## src/rtl/pll_reconfig_pkg.sv

```systemverilog
// Shared types and helpers for the rPLL dynamic-reconfiguration sequencer.
package pll_reconfig_pkg;

    localparam int DIV_W_DEF = 6;

    typedef enum logic [2:0] {
        ST_IDLE,
        ST_RST_ASSERT,
        ST_RELEASE,
        ST_WAIT_LOCK,
        ST_DONE_OK,
        ST_DONE_FAIL
    } state_e;

    // Bits needed to hold 0..max_val inclusive.
    function automatic int cnt_w(input int max_val);
        return (max_val < 1) ? 1 : $clog2(max_val + 1);
    endfunction

    function automatic int sel_w(input int n);
        return (n > 1) ? $clog2(n) : 1;
    endfunction

endpackage

```

## src/rtl/pll_lock_sync.sv

```systemverilog
// Two-flop synchroniser for the asynchronous rPLL LOCK outputs.
module pll_lock_sync #(
    parameter int WIDTH = 1
) (
    input  logic             clk,
    input  logic             reset,
    input  logic [WIDTH-1:0] din,
    output logic [WIDTH-1:0] dout
);

    logic [WIDTH-1:0] meta;

    always_ff @(posedge clk or posedge reset) begin
        if (reset) begin
            meta <= '0;
            dout <= '0;
        end else begin
            meta <= din;
            dout <= meta;
        end
    end

endmodule

```

## src/rtl/pll_dyn_reconfig.sv

```systemverilog
// Sequences run-time FBDSEL/IDSEL/ODSEL changes on a bank of rPLLs:
// hold the channel in reset, swap dividers, release, qualify LOCK, retry on timeout.
module pll_dyn_reconfig
    import pll_reconfig_pkg::*;
#(
    parameter int               NUM_PLL       = 2,
    parameter int               DIV_W         = DIV_W_DEF,
    parameter logic [DIV_W-1:0] INIT_FDIV     = '0,
    parameter logic [DIV_W-1:0] INIT_IDIV     = '0,
    parameter logic [DIV_W-1:0] INIT_ODIV     = '0,
    parameter int               RST_CYCLES    = 16,
    parameter int               SETTLE_CYCLES = 64,
    parameter int               LOCK_TIMEOUT  = 65536,
    parameter int               MAX_RETRY     = 3,
    localparam int              SW            = sel_w(NUM_PLL)
) (
    input  logic                     clk,
    input  logic                     reset,
    input  logic                     req_valid,
    output logic                     req_ready,
    input  logic [SW-1:0]            req_sel,
    input  logic [DIV_W-1:0]         req_fdiv,
    input  logic [DIV_W-1:0]         req_idiv,
    input  logic [DIV_W-1:0]         req_odiv,
    input  logic [NUM_PLL-1:0]       pll_lock,
    output logic [NUM_PLL-1:0]       pll_reset,
    output logic [NUM_PLL*DIV_W-1:0] fdiv_o,
    output logic [NUM_PLL*DIV_W-1:0] idiv_o,
    output logic [NUM_PLL*DIV_W-1:0] odiv_o,
    output logic                     busy,
    output logic                     done,
    output logic                     done_ok,
    output logic [NUM_PLL-1:0]       lock_lost
);

    localparam int RW = cnt_w(RST_CYCLES);
    localparam int EW = cnt_w(SETTLE_CYCLES);
    localparam int TW = cnt_w(LOCK_TIMEOUT);
    localparam int YW = cnt_w(MAX_RETRY);

    localparam logic [RW-1:0] RST_LAST   = RW'(RST_CYCLES - 1);
    localparam logic [EW-1:0] SETTLE_MAX = EW'(SETTLE_CYCLES);
    localparam logic [TW-1:0] TMO_MAX    = TW'(LOCK_TIMEOUT);
    localparam logic [YW-1:0] RETRY_MAX  = YW'(MAX_RETRY);

    state_e state, state_nx;

    logic [RW-1:0] rst_cnt;
    logic [EW-1:0] settle;
    logic [TW-1:0] tmo;
    logic [YW-1:0] retry;

    logic [SW-1:0] sel_q;
    logic          sel_ok_q;
    logic [NUM_PLL-1:0] lock_s, lock_d;
    logic [NUM_PLL-1:0][DIV_W-1:0] fdiv_r, idiv_r, odiv_r;

    logic          hs, req_sel_ok, lock_sel;
    logic [SW-1:0] sel_nx;

    pll_lock_sync #(.WIDTH(NUM_PLL)) u_lock_sync (
        .clk   (clk),
        .reset (reset),
        .din   (pll_lock),
        .dout  (lock_s)
    );

    assign hs         = req_valid && (state == ST_IDLE);
    assign req_sel_ok = int'(req_sel) < NUM_PLL;
    assign lock_sel   = sel_ok_q ? lock_s[sel_q] : 1'b0;
    assign sel_nx     = (state == ST_IDLE) ? req_sel : sel_q;

    always_ff @(posedge clk or posedge reset) begin
        if (reset) state <= ST_IDLE;
        else       state <= state_nx;
    end

    always_comb begin
        state_nx = state;
        case (state)
            ST_IDLE:       if (req_valid) state_nx = req_sel_ok ? ST_RST_ASSERT : ST_DONE_FAIL;
            ST_RST_ASSERT: if (rst_cnt == RST_LAST) state_nx = ST_RELEASE;
            ST_RELEASE:    state_nx = ST_WAIT_LOCK;
            ST_WAIT_LOCK: begin
                // A completed settle window beats a simultaneous timeout.
                if (settle == SETTLE_MAX)  state_nx = ST_DONE_OK;
                else if (tmo == TMO_MAX)   state_nx = (retry < RETRY_MAX) ? ST_RST_ASSERT : ST_DONE_FAIL;
            end
            ST_DONE_OK, ST_DONE_FAIL: state_nx = ST_IDLE;
            default:       state_nx = ST_IDLE;
        endcase
    end

    always_comb begin
        req_ready = (state == ST_IDLE);
        busy      = (state != ST_IDLE);
        done      = (state == ST_DONE_OK) || (state == ST_DONE_FAIL);
        done_ok   = (state == ST_DONE_OK);
    end

    always_ff @(posedge clk or posedge reset) begin
        if (reset) begin
            rst_cnt  <= '0;
            settle   <= '0;
            tmo      <= '0;
            retry    <= '0;
            sel_q    <= '0;
            sel_ok_q <= 1'b0;
        end else begin
            if (state != ST_RST_ASSERT)   rst_cnt <= '0;
            else if (rst_cnt != RST_LAST) rst_cnt <= rst_cnt + RW'(1);

            // Cleared outside WAIT_LOCK, which covers the RELEASE cycle.
            if (state != ST_WAIT_LOCK) begin
                settle <= '0;
                tmo    <= '0;
            end else begin
                if (!lock_sel)                settle <= '0;
                else if (settle != SETTLE_MAX) settle <= settle + EW'(1);
                if (tmo != TMO_MAX)           tmo <= tmo + TW'(1);
            end

            if (hs) begin
                retry    <= '0;
                sel_q    <= req_sel;
                sel_ok_q <= req_sel_ok;
            end else if (state == ST_WAIT_LOCK && state_nx == ST_RST_ASSERT) begin
                retry <= retry + YW'(1);
            end
        end
    end

    // Per-channel divider file, reset drive and lock-loss flags.
    always_ff @(posedge clk or posedge reset) begin
        if (reset) begin
            for (int n = 0; n < NUM_PLL; n++) begin
                fdiv_r[n] <= INIT_FDIV;
                idiv_r[n] <= INIT_IDIV;
                odiv_r[n] <= INIT_ODIV;
            end
            pll_reset <= '0;
            lock_d    <= '0;
            lock_lost <= '0;
        end else begin
            lock_d <= lock_s;
            for (int n = 0; n < NUM_PLL; n++) begin
                if (hs && int'(req_sel) == n) begin
                    fdiv_r[n] <= req_fdiv;
                    idiv_r[n] <= req_idiv;
                    odiv_r[n] <= req_odiv;
                end
                // Registered from next state so RESET is glitch-free and rises one cycle after accept.
                pll_reset[n] <= (state_nx == ST_RST_ASSERT) && (int'(sel_nx) == n);
                if (state == ST_DONE_OK && int'(sel_q) == n)
                    lock_lost[n] <= 1'b0;
                else if (lock_d[n] && !lock_s[n] &&
                         !((state != ST_IDLE) && sel_ok_q && int'(sel_q) == n))
                    lock_lost[n] <= 1'b1;
            end
        end
    end

    for (genvar n = 0; n < NUM_PLL; n++) begin : g_bus
        assign fdiv_o[n*DIV_W +: DIV_W] = fdiv_r[n];
        assign idiv_o[n*DIV_W +: DIV_W] = idiv_r[n];
        assign odiv_o[n*DIV_W +: DIV_W] = odiv_r[n];
    end

endmodule

```

## config.mk

```make
export PLATFORM = sky130hd
export DESIGN_NAME = pll_dyn_reconfig
export DESIGN_NICKNAME = d
export VERILOG_FILES = /design/src/rtl/pll_reconfig_pkg.sv /design/src/rtl/pll_lock_sync.sv /design/src/rtl/pll_dyn_reconfig.sv
export SDC_FILE = /design/constraint.sdc
export NUM_CORES = 1
export LEC_CHECK = 0
export ABC_AREA = 1
export CORE_MARGIN = 1.5
export CORE_UTILIZATION = 45
export DETAILED_ROUTE_END_ITERATION = 8
export MAX_ROUTING_LAYER = met4
export PLACE_DENSITY = 0.78
export REMOVE_ABC_BUFFERS = 1
export SLEW_MARGIN = 5
export SYNTH_ARGS = -nofsm -noshare
export SYNTH_HDL_FRONTEND = slang
export SYNTH_HIERARCHICAL = 1
export SYNTH_SLANG_ARGS = --single-unit
```

## constraint.sdc

```tcl
create_clock -name clk -period 2.85 [get_ports clk]
set_input_delay 0.57 -clock clk [delete_from_list [all_inputs] [get_ports clk]]
set_output_delay 0.57 -clock clk [all_outputs]
set_load 0.005 [all_outputs]
```

Yosys cells after proc, flatten, opt, wreduce, memory -nomap -nowiden

Index checks and enable logic that the tools add are counted.

Register bits: 82
Output and inout bits: 44
Memories: 0
Logic and storage cells: 93
ROM bits: 0
Memory bits (writable): 0
Bits in latches: 0
Bits of input ports: 24

Shift operators: 0
Bitwise logic cells: 3
Div/mod/pow operators: 0
Reductions and logical operators: 27
$mul: 0
Equality and inequality tests: 15
$lt $le $gt $ge: 2
Add/sub/neg operators: 4
Muxes and demuxes: 23

Operators by type and width:

| operator                | number |
|---|---|
| $mux W17                | 2 |
| $mux W7                 | 3 |
| $add A17 B1 Y17 const B | 1 |
| $eq A17 B17 Y1 const B  | 1 |
| $ne A17 B17 Y1 const B  | 1 |
| $logic_and A1 B1 Y1     | 15 |
| $mux W3                 | 5 |
| $pmux W3 S4             | 1 |
| $mux W5                 | 2 |
| $reduce_bool A2 Y1      | 5 |
| $mux W1                 | 8 |
| $add A7 B1 Y7 const B   | 1 |
| $eq A7 B7 Y1 const B    | 1 |
| $ne A7 B7 Y1 const B    | 1 |
| $eq A3 B1 Y1 const B    | 2 |
| $eq A3 B2 Y1 const B    | 2 |
| $eq A3 B3 Y1 const B    | 2 |
| $ne A3 B1 Y1 const B    | 2 |
| $add A5 B1 Y5 const B   | 1 |
| $eq A5 B4 Y1 const B    | 1 |
| $ne A5 B4 Y1 const B    | 1 |
| $logic_not A1 Y1        | 4 |
| $mux W2                 | 2 |
| $logic_not A3 Y1        | 1 |
| 7 further kinds         | 9 |

Logic depth before layout (Yosys ltp)

Gate-level depths: netlist of the first run.

Word-level depth: 9
Gate-level depth with buffers: 14

Cells and area by module

Netlist of the first run, hierarchy kept.

By module, submodules not included:

| module           | seq. area each (µm²) | times used | area each (µm²) | cells each |
|---|---|---|---|---|
| pll_dyn_reconfig | 1951.9               | 1          | 3570.9          | 384 |
| pll_lock_sync    | 100.1                | 1          | 103.8           | 5 |

Least setup slack after synthesis of the first run

Ideal clock, no wire load.

Path type: register to register
Start point: register rst_cnt[0]
End point: register retry[0]
Arrival: 1.562 ns
Data required time: 2.733 ns
Path slack: 1.171 ns
Buffers on the path: 0
Clock period less this slack: 1.679 ns
Stages on the path, launching flop included: 13
Cell sequence: dfrtp_1 > ha_1 > inv_1 > nor3_1 > ha_1 > inv_1 > nand3_1 > nand3_1 > nor2_1 > nor2_2 > nand3_2 > nand3_1 > nand2_1

Longest elaborated chain between the ends: 6

RTL lines:

| element                             | RTL line                | source |
|---|---|---|
| start: declaration                  | pll_dyn_reconfig.sv:48  | `logic [RW-1:0] rst_cnt;` |
| start signal: assignment            | pll_dyn_reconfig.sv:111 | `else if (rst_cnt != RST_LAST) rst_cnt <= rst_cnt + RW'(1);` |
| $eq A5 B4 Y1                        | pll_dyn_reconfig.sv:82  | `ST_RST_ASSERT: if (rst_cnt == RST_LAST) state_nx = ST_RELEASE;` |
| $mux W3                             | pll_dyn_reconfig.sv:82  |  |
| $pmux W3 S4                         | pll_dyn_reconfig.sv:80  | `case (state)` |
| $eq A3 B1 Y1                        | pll_dyn_reconfig.sv:127 | `end else if (state == ST_WAIT_LOCK && state_nx == ST_RST_ASSERT) begin` |
| $logic_and A1 B1 Y1                 | pll_dyn_reconfig.sv:127 |  |
| $reduce_bool A2 Y1 (no source line) | n/a                     |  |
| end signal: assignment              | pll_dyn_reconfig.sv:128 | `retry <= retry + YW'(1);` |
| end: declaration                    | pll_dyn_reconfig.sv:51  | `logic [YW-1:0] retry;` |

Every way passes these cells.
A chain may end at the register's enable or synchronous reset.

Final worst setup path of the first run

Start point: register state[2]
End point: output port req_ready

Longest elaborated chain between the ends: 1

RTL lines:

| element                  | RTL line               | source |
|---|---|---|
| start: declaration       | pll_dyn_reconfig.sv:46 | `state_e state, state_nx;` |
| start signal: assignment | pll_dyn_reconfig.sv:75 | `else state <= state_nx;` |
| $logic_not A3 Y1         | pll_dyn_reconfig.sv:95 | `req_ready = (state == ST_IDLE);` |
| end: declaration         | pll_dyn_reconfig.sv:20 | `output logic req_ready,` |

Every way passes these cells.

==> impl_metrics.yaml, run 1 <==
drt:
  drtPass1Iterations: 4
  wl_per_cell_um: 13.2
  viasPerCell: 4.90
  postRouteAntennaNets: 0
  wl_mm: 7.54
  drc: 0
  drt_iter0_markers: 146
  vias: 2795
yosys:
  yosys-mux-area-fraction_pct: 5.52
  ys_ff_latch: 82
  synth_top_area_cell: "dfrtp_1"
  synthTopCellsByArea: "dfrtp_1 56%, nand2_1 9.8%, mux2_2 5.5%, inv_1 4.6%, nor2_1 3.6%"
  synth-simple-area-share_pct: 22.4
  avgSynthCellArea_um2: 9.45
  syn-cell-area_um2: 3670
  syn_inst: 389
  synth_flop_cell: "dfrtp_1"
  netlist.area_leader.share_pct: 55.8
  synthXorXnorAreaFrac_pct: 1.43
  synth_compound_area_share_pct: 6.09
  synth_common_cells: "96 x nand2_1, 82 x dfrtp_1, 45 x inv_1"
  synth_most_common_cell: "nand2_1"
  synth_top_family_by_area: "simple AND/OR/NAND/NOR gates"
  ys_seq_area_share_pct: 55.8
  synth_edf_count: 0
  async_flop_share_pct: 100
  synth_fa_ha_area_share_pct: 2.38
  synth_cell_types: 30
  synth_warnings: 6
power:
  ir_drop_uv: 242
  internal_power_mw: 1.53
  pwr-share-comb_pct: 4.0
  pwr-share-seq_pct: 58.0
  clkPwrFrac_pct: 38.0
  swShare_pct: 24.3
  power_switching_mw: 0.492
  p_per_area_nw_per_um2: 437
  p_leak_nw: 2.29
die:
  coreArea_um2: 7810
  die_width_um: 93.4
  die_h_um: 93.4
  die_area_um2: 8720
  pin_count: 68
  initial_core_util_pct: 47.1
  placementRows: 32
place:
  io_buffers: 67
  pre_cts_slack_ns: 0.747
  place_inst: 554
  dpl_cell_area_um2: 4450
  gp_congestion: 0.889
  dp_hpwl_mm: 5.30
global_route:
  grt_pass1_vias: 2922
  grt_usage_pct: 19.9
  antenna_found_initial: 0
  grt_max_degree: 79
  grt-ovfl-total: 0
  grt_pass1_wl_mm: 13.2
worst_setup_path:
  crit_chain: "nor2_2, nand2_1, inv_1, clkdlybuf4s50_1"
  cp.required_ns: 2.28
  path_buf_inv: 2
  reg2reg_slack_ns: 0.92
  arrival_ns: 1.75
  slowest_stage: "clkdlybuf4s50_1"
  worstSetupPathType: "flop to primary output"
  path_max_fanout: 4
  cpPeakStageDelay_ns: 0.52
  cp_top_family: "buffers and inverters"
  start_kind: "flop"
  end_kind: "primary output"
sta:
  setup_viol: 0
  drv_slew: 0
  max_slew_margin_pct: 64.8
  hold_viol: 0
  whs_ns: 0.355
  period_needed_ns: 2.32
  fin_setup_tns_ns: 0
  worst_pin_slew_ns: 0.526
  rsz0062_at_grt: "false"
  setup_slack_ns: 0.529
  finalClockSkew_ns: 0.00644
  fin_crit_sh_pct: 81.4
  fmax_mhz: 431
clocking:
  post_cts_resize_count: 0
  root_buffer: "clkbuf_8"
  cts_buffer_depth: 2
  htree_levels: 3
  cts_tree: "done"
  clkSlewWorstSetupHoldPaths_ns: 0.09
  clock_sinks: 82
  cts_hold_buf: 0
  clock_latency_ns: 0.35
  post_cts_buffers: 0
  cts_buffers: 9
layout:
  diodes: 0
  final_nets: 494
  layout-drive-gt1-share_pct: 14.1
  stdcell_area_um2: 4630
  area_delta_synth_final_pct: 26.0
  layout.cells.non_filler: 570
job:
  max_cap_viol_count: 0
outcome:
  outcome: "finished clean"
min_path:
  worstHoldPathType: "flop to flop"
## state kept, by name, indices dropped and copies added, names as in the netlist
register and flops:
pll_reset 2, odiv_o 12, lock_d 2, settle 7
idiv_o 12, lock_lost 2, rst_cnt 5, sel_q 1
u_lock_sync/meta 2, fdiv_o 12, u_lock_sync/dout 2, state 3
tmo 17, retry 2, sel_ok_q 1
## path summary, 6_finish.rpt
check,startpoint,end,cells after the start
worst max-delay path,state[2],req_ready,4
worst min-delay path,u_lock_sync/meta[1],u_lock_sync/dout[1],0
worst max register to register,rst_cnt[0],retry[1],13
worst min register to register,u_lock_sync/meta[1],u_lock_sync/dout[1],0
max in group asynchronous,reset,tmo[11],3
min in group asynchronous,reset,u_lock_sync/meta[1],2
## layout by cell type (no fill, tap or decap), types with 3 or more instances in the layout
cell type and count:
mux2_2 18, nor2_2 9, nor2_4 3, nand2_2 7, xor2_1 6, inv_1 44, nand2_1 96, ha_1 7
clkdlybuf4s50_1 67, a21oi_1 16, dfrtp_1 82, nor3_1 7, inv_2 5, nand3_1 10, clkbuf_8 9, nand4_1 3
o21ai_0 20, nor2_1 35
## layer usage
| metal | vias to the layer above | wire [µm] | share of wire, % | GRT usage, % |
|---|---|---|---|---|
| met5 | - | 0 | 0 | - |
| met4 | 0 | 77 | 1.0 | 5.05 |
| met3 | 9 | 578 | 7.7 | 7.89 |
| met2 | 69 | 3470 | 46 | 30.8 |
| met1 | 1334 | 3410 | 45 | 24.5 |
| li1 | 1383 | - | - | - |
## power by group through the flow
stage | Combinational [mW] | Clock, mW | Sequential, mW
after floorplan | 0.0312 | 0 | 1.20
after global placement | 0.0792 | 0 | 1.20
after detailed placement | 0.0816 | 0 | 1.20
after CTS | 0.0826 | 0.788 | 1.17
after global routing | 0.0910 | 0.839 | 1.18
final | 0.0800 | 0.771 | 1.17
## layout make-up
type | count | area, µm²
clock inverters | 6 | 50.0
flip-flops and latches | 82 | 2050
multi-input cells | 252 | 1390
clock buffers | 10 | 128
well taps | 102 | 128
repair buffers | 69 | 698
inverters | 49 | 184
fillers | 658 | 3180
## stage by stage
stage	power (mW)	util (%)
after floorplan	1.23	-
after global placement	1.28	57.0
after detailed placement	1.28	57.0
after CTS	2.05	59.3
after global routing	2.11	59.3
final	2.03	59.3
## logic make-up after synthesis
kind of cell	Yosys count
buf+inv	55
simple gates	179
mux	18
xor+xnor	6
flops	82
fa+ha+maj	7
compound gates	42
Power figures use the tool's default switching activity.
==> run 2, diff against run 1 <==
- clock period: 2.85 -> 2.4 ns (I/O delays scaled with it)
==> run 2 against run 1 <==
Non-clock buffer count is the same. Critical path depth stayed put. Clock-buffer cell count did not move. Cell count unchanged. Worst hold slack got worse by 0.00084 ns. Largest power group unchanged. Combinational power rose by 19%. Sequential power rose by 20%. Clock power up 18%.
==> impl_metrics.yaml, run 2 (synthesis gave the netlist of run 1 again) <==
sta:
  finalClockSkew_ns: 0.00789
  worst_pin_slew_ns: 0.506
  setup_viol: 0
  drv_slew: 0
  fmax_mhz: 448
  hold_viol: 0
  period_needed_ns: 2.23
  fin_crit_sh_pct: 92.9
  rsz0062_at_grt: "false"
  max_slew_margin_pct: 66.2
clocking:
  htree_levels: 3
  root_buffer: "clkbuf_8"
  post_cts_resize_count: 0
  cts_hold_buf: 0
  cts_buffer_depth: 2
  clkSlewWorstSetupHoldPaths_ns: 0.08
  cts_buffers: 9
  clock_sinks: 82
  post_cts_buffers: 0
  cts_tree: "done"
  clock_latency_ns: 0.35
die:
  die_area_um2: 8720
  placementRows: 32
  die_width_um: 93.4
  initial_core_util_pct: 47.1
  pin_count: 68
  coreArea_um2: 7810
  die_h_um: 93.4
drt:
  vias: 2802
  drt_iter0_markers: 170
  postRouteAntennaNets: 0
  viasPerCell: 4.92
  wl_mm: 7.42
  drc: 0
  drtPass1Iterations: 4
  wl_per_cell_um: 13.0
global_route:
  grt_pass1_wl_mm: 13.0
  grt-ovfl-total: 0
  grt_usage_pct: 19.6
  grt_pass1_vias: 2905
  antenna_found_initial: 0
  grt_max_degree: 79
outcome:
  outcome: "finished clean"
layout:
  mostFrequentLayoutCell: "nand2_1"
  layout-drive-gt1-share_pct: 14.3
  final_nets: 494
  diodes: 0
  area_delta_synth_final_pct: 26.1
  most-common-layout-cells: "96 x nand2_1, 82 x dfrtp_1, 67 x clkdlybuf4s50_1"
  top_register: "tmo"
  final_core_util_pct: 59.3
  largest_reg_flops: 17
worst_setup_path:
  cp.required_ns: 1.92
  worstSetupPathType: "flop to primary output"
  cp_top_family: "buffers and inverters"
  reg2regPathDepth: 13
  r2r_start: "rst_cnt[0]"
  start_kind: "flop"
  cpPeakStageDelay_ns: 0.52
  reg2reg_slack_ns: 0.44
  crit_path_start: "state[2]"
  slowest_stage: "clkdlybuf4s50_1"
  end_kind: "primary output"
  path_buf_inv: 2
  path_max_fanout: 4
  reg2reg_to: "retry[1]"
  arrival_ns: 1.75
  crit_chain: "nor2_2, nand2_1, inv_1, clkdlybuf4s50_1"
power:
  power.total_mw: 2.40
  p_leak_nw: 2.29
  p_per_area_nw_per_um2: 518
  ir_drop_uv: 313
place:
  io_buffers: 67
  gp_congestion: 0.798
  dp_hpwl_mm: 5.29
job:
  max_cap_viol_count: 0
min_path:
  hold_end: "u_lock_sync/dout[1]"
  hold_path_depth: 0
  worstHoldPathType: "flop to flop"
  worstHoldStart: "u_lock_sync/meta[1]"
## run 2: cell types whose count changed in the layout (fill, tap and decap cells not counted)
cell	previous run	this run
clkinv_2	0	2
clkbuf_1	1	0
inv_6	2	0
clkbuf_8	9	10
## run 2: area by class of cell
| class | count | area (µm²) |
|---|---|---|
| Sequential cell | 82 | 2050 |
| Fill cell | 678 | 3170 |
| Tap cell | 102 | 128 |
| Timing Repair Buffer | 69 | 698 |
| Clock buffer | 10 | 138 |
| Multi-Input combinational cell | 252 | 1390 |
| Clock inverter | 6 | 42.5 |
| Inverter | 49 | 184 |
## run 2: per-stage QoR
stage                     setup WS (ns)  TNS, ns  instance area, µm²  instances  hold slack [ns]
final                             0.170        0                4630        570            0.354
after global routing             0.0695        0                4630        570            0.361
after CTS                         0.155        0                4630        570            0.355
after detailed placement          0.371        0                4450        554            0.336
after global placement            0.379        0                4450        554            0.333
after floorplan                 -0.0750    -5.85                3630        383            0.246
## run 2: worst max-delay path by stage
stage / end / depth (start not counted)
2_1_floorplan: fdiv_o[0] / 1
3_3_place_gp: idiv_o[3] / 4
3_5_place_dp: odiv_o[1] / 4
4_1_cts: req_ready / 4
5_1_grt: req_ready / 4
6_report: req_ready / 4
## run 2: per-layer routing
| metal | vias to the layer above | share of wire (%) | wire (µm) | global-route usage (%) |
|---|---|---|---|---|
| met5 | - | 0 | 0 | - |
| met4 | 0 | 2.1 | 158 | 7.95 |
| met3 | 17 | 7.3 | 545 | 7.32 |
| met2 | 78 | 44 | 3300 | 29.2 |
| met1 | 1322 | 46 | 3420 | 24.1 |
| li1 | 1385 | - | - | - |
## run 2: where the power goes
part,leakage [nW],internal (mW),switching (mW)
Sequential,1.10,1.39,0.00594
Clock,0.0882,0.404,0.504
Combinational,1.10,0.0446,0.0510
Total,2.29,1.84,0.561
==> run 3, diff against run 2 <==
- CELL_PAD_IN_SITES_DETAIL_PLACEMENT: not set -> 1
- CELL_PAD_IN_SITES_GLOBAL_PLACEMENT: not set -> 1
- CORE_MARGIN: 1.5 -> 2
- CORE_UTILIZATION: 45 -> 40
- PLACE_DENSITY: 0.78 -> 0.87
- SYNTH_HIERARCHICAL: 1 -> not set
==> run 3 against run 2 <==
First-iteration DRC count down 57%. Routed wire length up 25%. Die area up 16%. Combinational power up 4.1%. Register-to-register slack about the same. Worst setup slack worse by 0.049 ns. Area after synthesis up 1.7%. Clock skew up 0.0021 ns. Non-clock buffer count unchanged. Design area up 2.1%. Sequential share of layout area down 0.93 points. Maximum frequency down 2.1%.
==> impl_metrics.yaml, run 3 <==
outcome:
  outcome: "finished clean"
die:
  die_area_um2: 10100
  die_width_um: 101
  placementRows: 35
  pin_count: 68
  die_h_um: 101
  coreArea_um2: 9150
  initial_core_util_pct: 40.8
worst_setup_path:
  start_kind: "flop"
  reg2reg_to: "retry[1]"
  cp.required_ns: 1.92
  cpPeakStageDelay_ns: 0.53
  reg2regPathDepth: 13
  worstSetupPathType: "flop to primary output"
  reg2reg_slack_ns: 0.45
  crit_chain: "nor2_4, nand2_1, inv_1, clkdlybuf4s50_1"
  arrival_ns: 1.80
  r2r_start: "rst_cnt[0]"
  path_max_fanout: 5
  end_kind: "primary output"
  slowest_stage: "clkdlybuf4s50_1"
global_route:
  grt-ovfl-total: 0
  antenna_found_initial: 0
  grt_max_degree: 83
  grt_pass1_wl_mm: 15.8
  grt_pass1_vias: 3240
  grt_usage_pct: 20.7
place:
  io_buffers: 67
  gp_congestion: 0.780
  dp_hpwl_mm: 6.64
layout:
  area_delta_synth_final_pct: 26.6
  layout-drive-gt1-share_pct: 14.9
  mostFrequentLayoutCell: "nand2_1"
  largest_reg_flops: 17
  top_register: "tmo"
  final_core_util_pct: 51.7
  diodes: 0
  most-common-layout-cells: "92 x nand2_1, 82 x dfrtp_1, 67 x clkdlybuf4s50_1"
  final_nets: 489
clocking:
  root_buffer: "clkbuf_8"
  post_cts_buffers: 0
  clock_sinks: 82
  cts_buffer_depth: 2
  cts_hold_buf: 0
  cts_tree: "done"
  cts_buffers: 9
  post_cts_resize_count: 0
  clkSlewWorstSetupHoldPaths_ns: 0.09
  clock_latency_ns: 0.37
  htree_levels: 3
yosys:
  synth_common_cells: "92 x nand2_1, 82 x dfrtp_1, 41 x inv_1, 41 x nor2_1"
  async_flop_share_pct: 100
  syn_inst: 383
  synthTopCellsByArea: "dfrtp_1 55%, nand2_1 9.2%, inv_1 4.1%, nor2_1 4.1%, mux2_4 4.0%"
  synth_flop_cell: "dfrtp_1"
  synth_cell_types: 38
  synth_edf_count: 0
  synth_most_common_cell: "nand2_1"
  avgSynthCellArea_um2: 9.76
  ys_ff_latch: 82
  synth_top_area_cell: "dfrtp_1"
  netlist.area_leader.share_pct: 54.9
  synth_warnings: 0
  ys_seq_area_share_pct: 54.9
  syn-cell-area_um2: 3740
drt:
  wl_per_cell_um: 16.2
  wl_mm: 9.27
  drtPass1Iterations: 4
  viasPerCell: 5.01
  vias: 2877
  drc: 0
  postRouteAntennaNets: 0
  drt_iter0_markers: 73
sta:
  fmax_mhz: 439
  setup_viol: 0
  drv_slew: 0
  fin_crit_sh_pct: 95.0
  hold_viol: 0
  finalClockSkew_ns: 0.00996
  max_slew_margin_pct: 70.3
  rsz0062_at_grt: "false"
  period_needed_ns: 2.28
  worst_pin_slew_ns: 0.445
  whs_ns: 0.361
power:
  p_per_area_nw_per_um2: 543
  ir_drop_uv: 328
  p_leak_nw: 2.32
job:
  max_cap_viol_count: 0
min_path:
  hold_end: "u_lock_sync.dout[0]"
  worstHoldPathType: "flop to flop"
  hold_path_depth: 0
  worstHoldStart: "u_lock_sync.meta[0]"
-- run 3: how the worst max path moves through the flow --
stage                   start  cells past startpoint  slack (ns)        end
global route         state[1]                      4        0.03  req_ready
CTS                  state[1]                      4         0.1  req_ready
global placement    req_valid                      4        0.32  fdiv_o[4]
floorplan               reset                      1       -0.19  fdiv_o[0]
detailed placement  req_valid                      4        0.30  fdiv_o[3]
finish               state[1]                      4        0.12  req_ready
-- run 3: per-layer routing --
metal	up-vias	GRT usage (%)	wire [µm]
met5	-	-	0
met4	0	8.75	189
met3	17	5.27	456
met2	66	33.8	4640
met1	1428	24.4	3990
li1	1366	-	-
-- run 3: cell type report --
cell class	count	area (µm²)
inverter	46	176
timing repair buffer	69	698
clock buffer	10	138
tap	111	139
fill	1031	4420
multi-input combinational	250	1460
sequential	82	2050
clock inverter	6	72.6
-- run 3: stage by stage --
stage          setup TNS, ns  instances  cell area, µm²  setup WS (ns)  total power [mW]
6_report                   0        574            4730          0.121              2.57
5_1_grt                    0        574            4730         0.0284              2.67
4_1_cts                    0        574            4730         0.0989              2.60
3_5_place_dp               0        558            4520          0.296              1.53
3_3_place_gp               0        558            4520          0.324              1.52
2_1_floorplan         -15.45        378            3680         -0.188              1.46
-- run 3: critical path: cells and delay by family, from the launching register on --
kind | cells | cell delay [ns]
buffers and inverters | 2 | 0.66
flip-flops | 1 | 0.48
AND/OR/NAND/NOR | 2 | 0.30
-- run 3: cell families after synthesis --
kind of cell,share of synthesized area (%)
AO/OA/AOI/OAI,6.26
XOR/XNOR,1.64
adder cells (fa/ha/maj),2.34
buffers and inverters,6.16
flip-flops,54.9
multiplexers,6.43
AND/OR/NAND/NOR,22.3
-- run 3: power breakdown --
| part | switching [mW] | internal, mW | total, mW | leakage, nW |
|---|---|---|---|---|
| clock network | 0.548 | 0.524 | 1.07 | 0.109 |
| registers | 0.00808 | 1.39 | 1.40 | 1.10 |
| logic | 0.0528 | 0.0467 | 0.0995 | 1.12 |
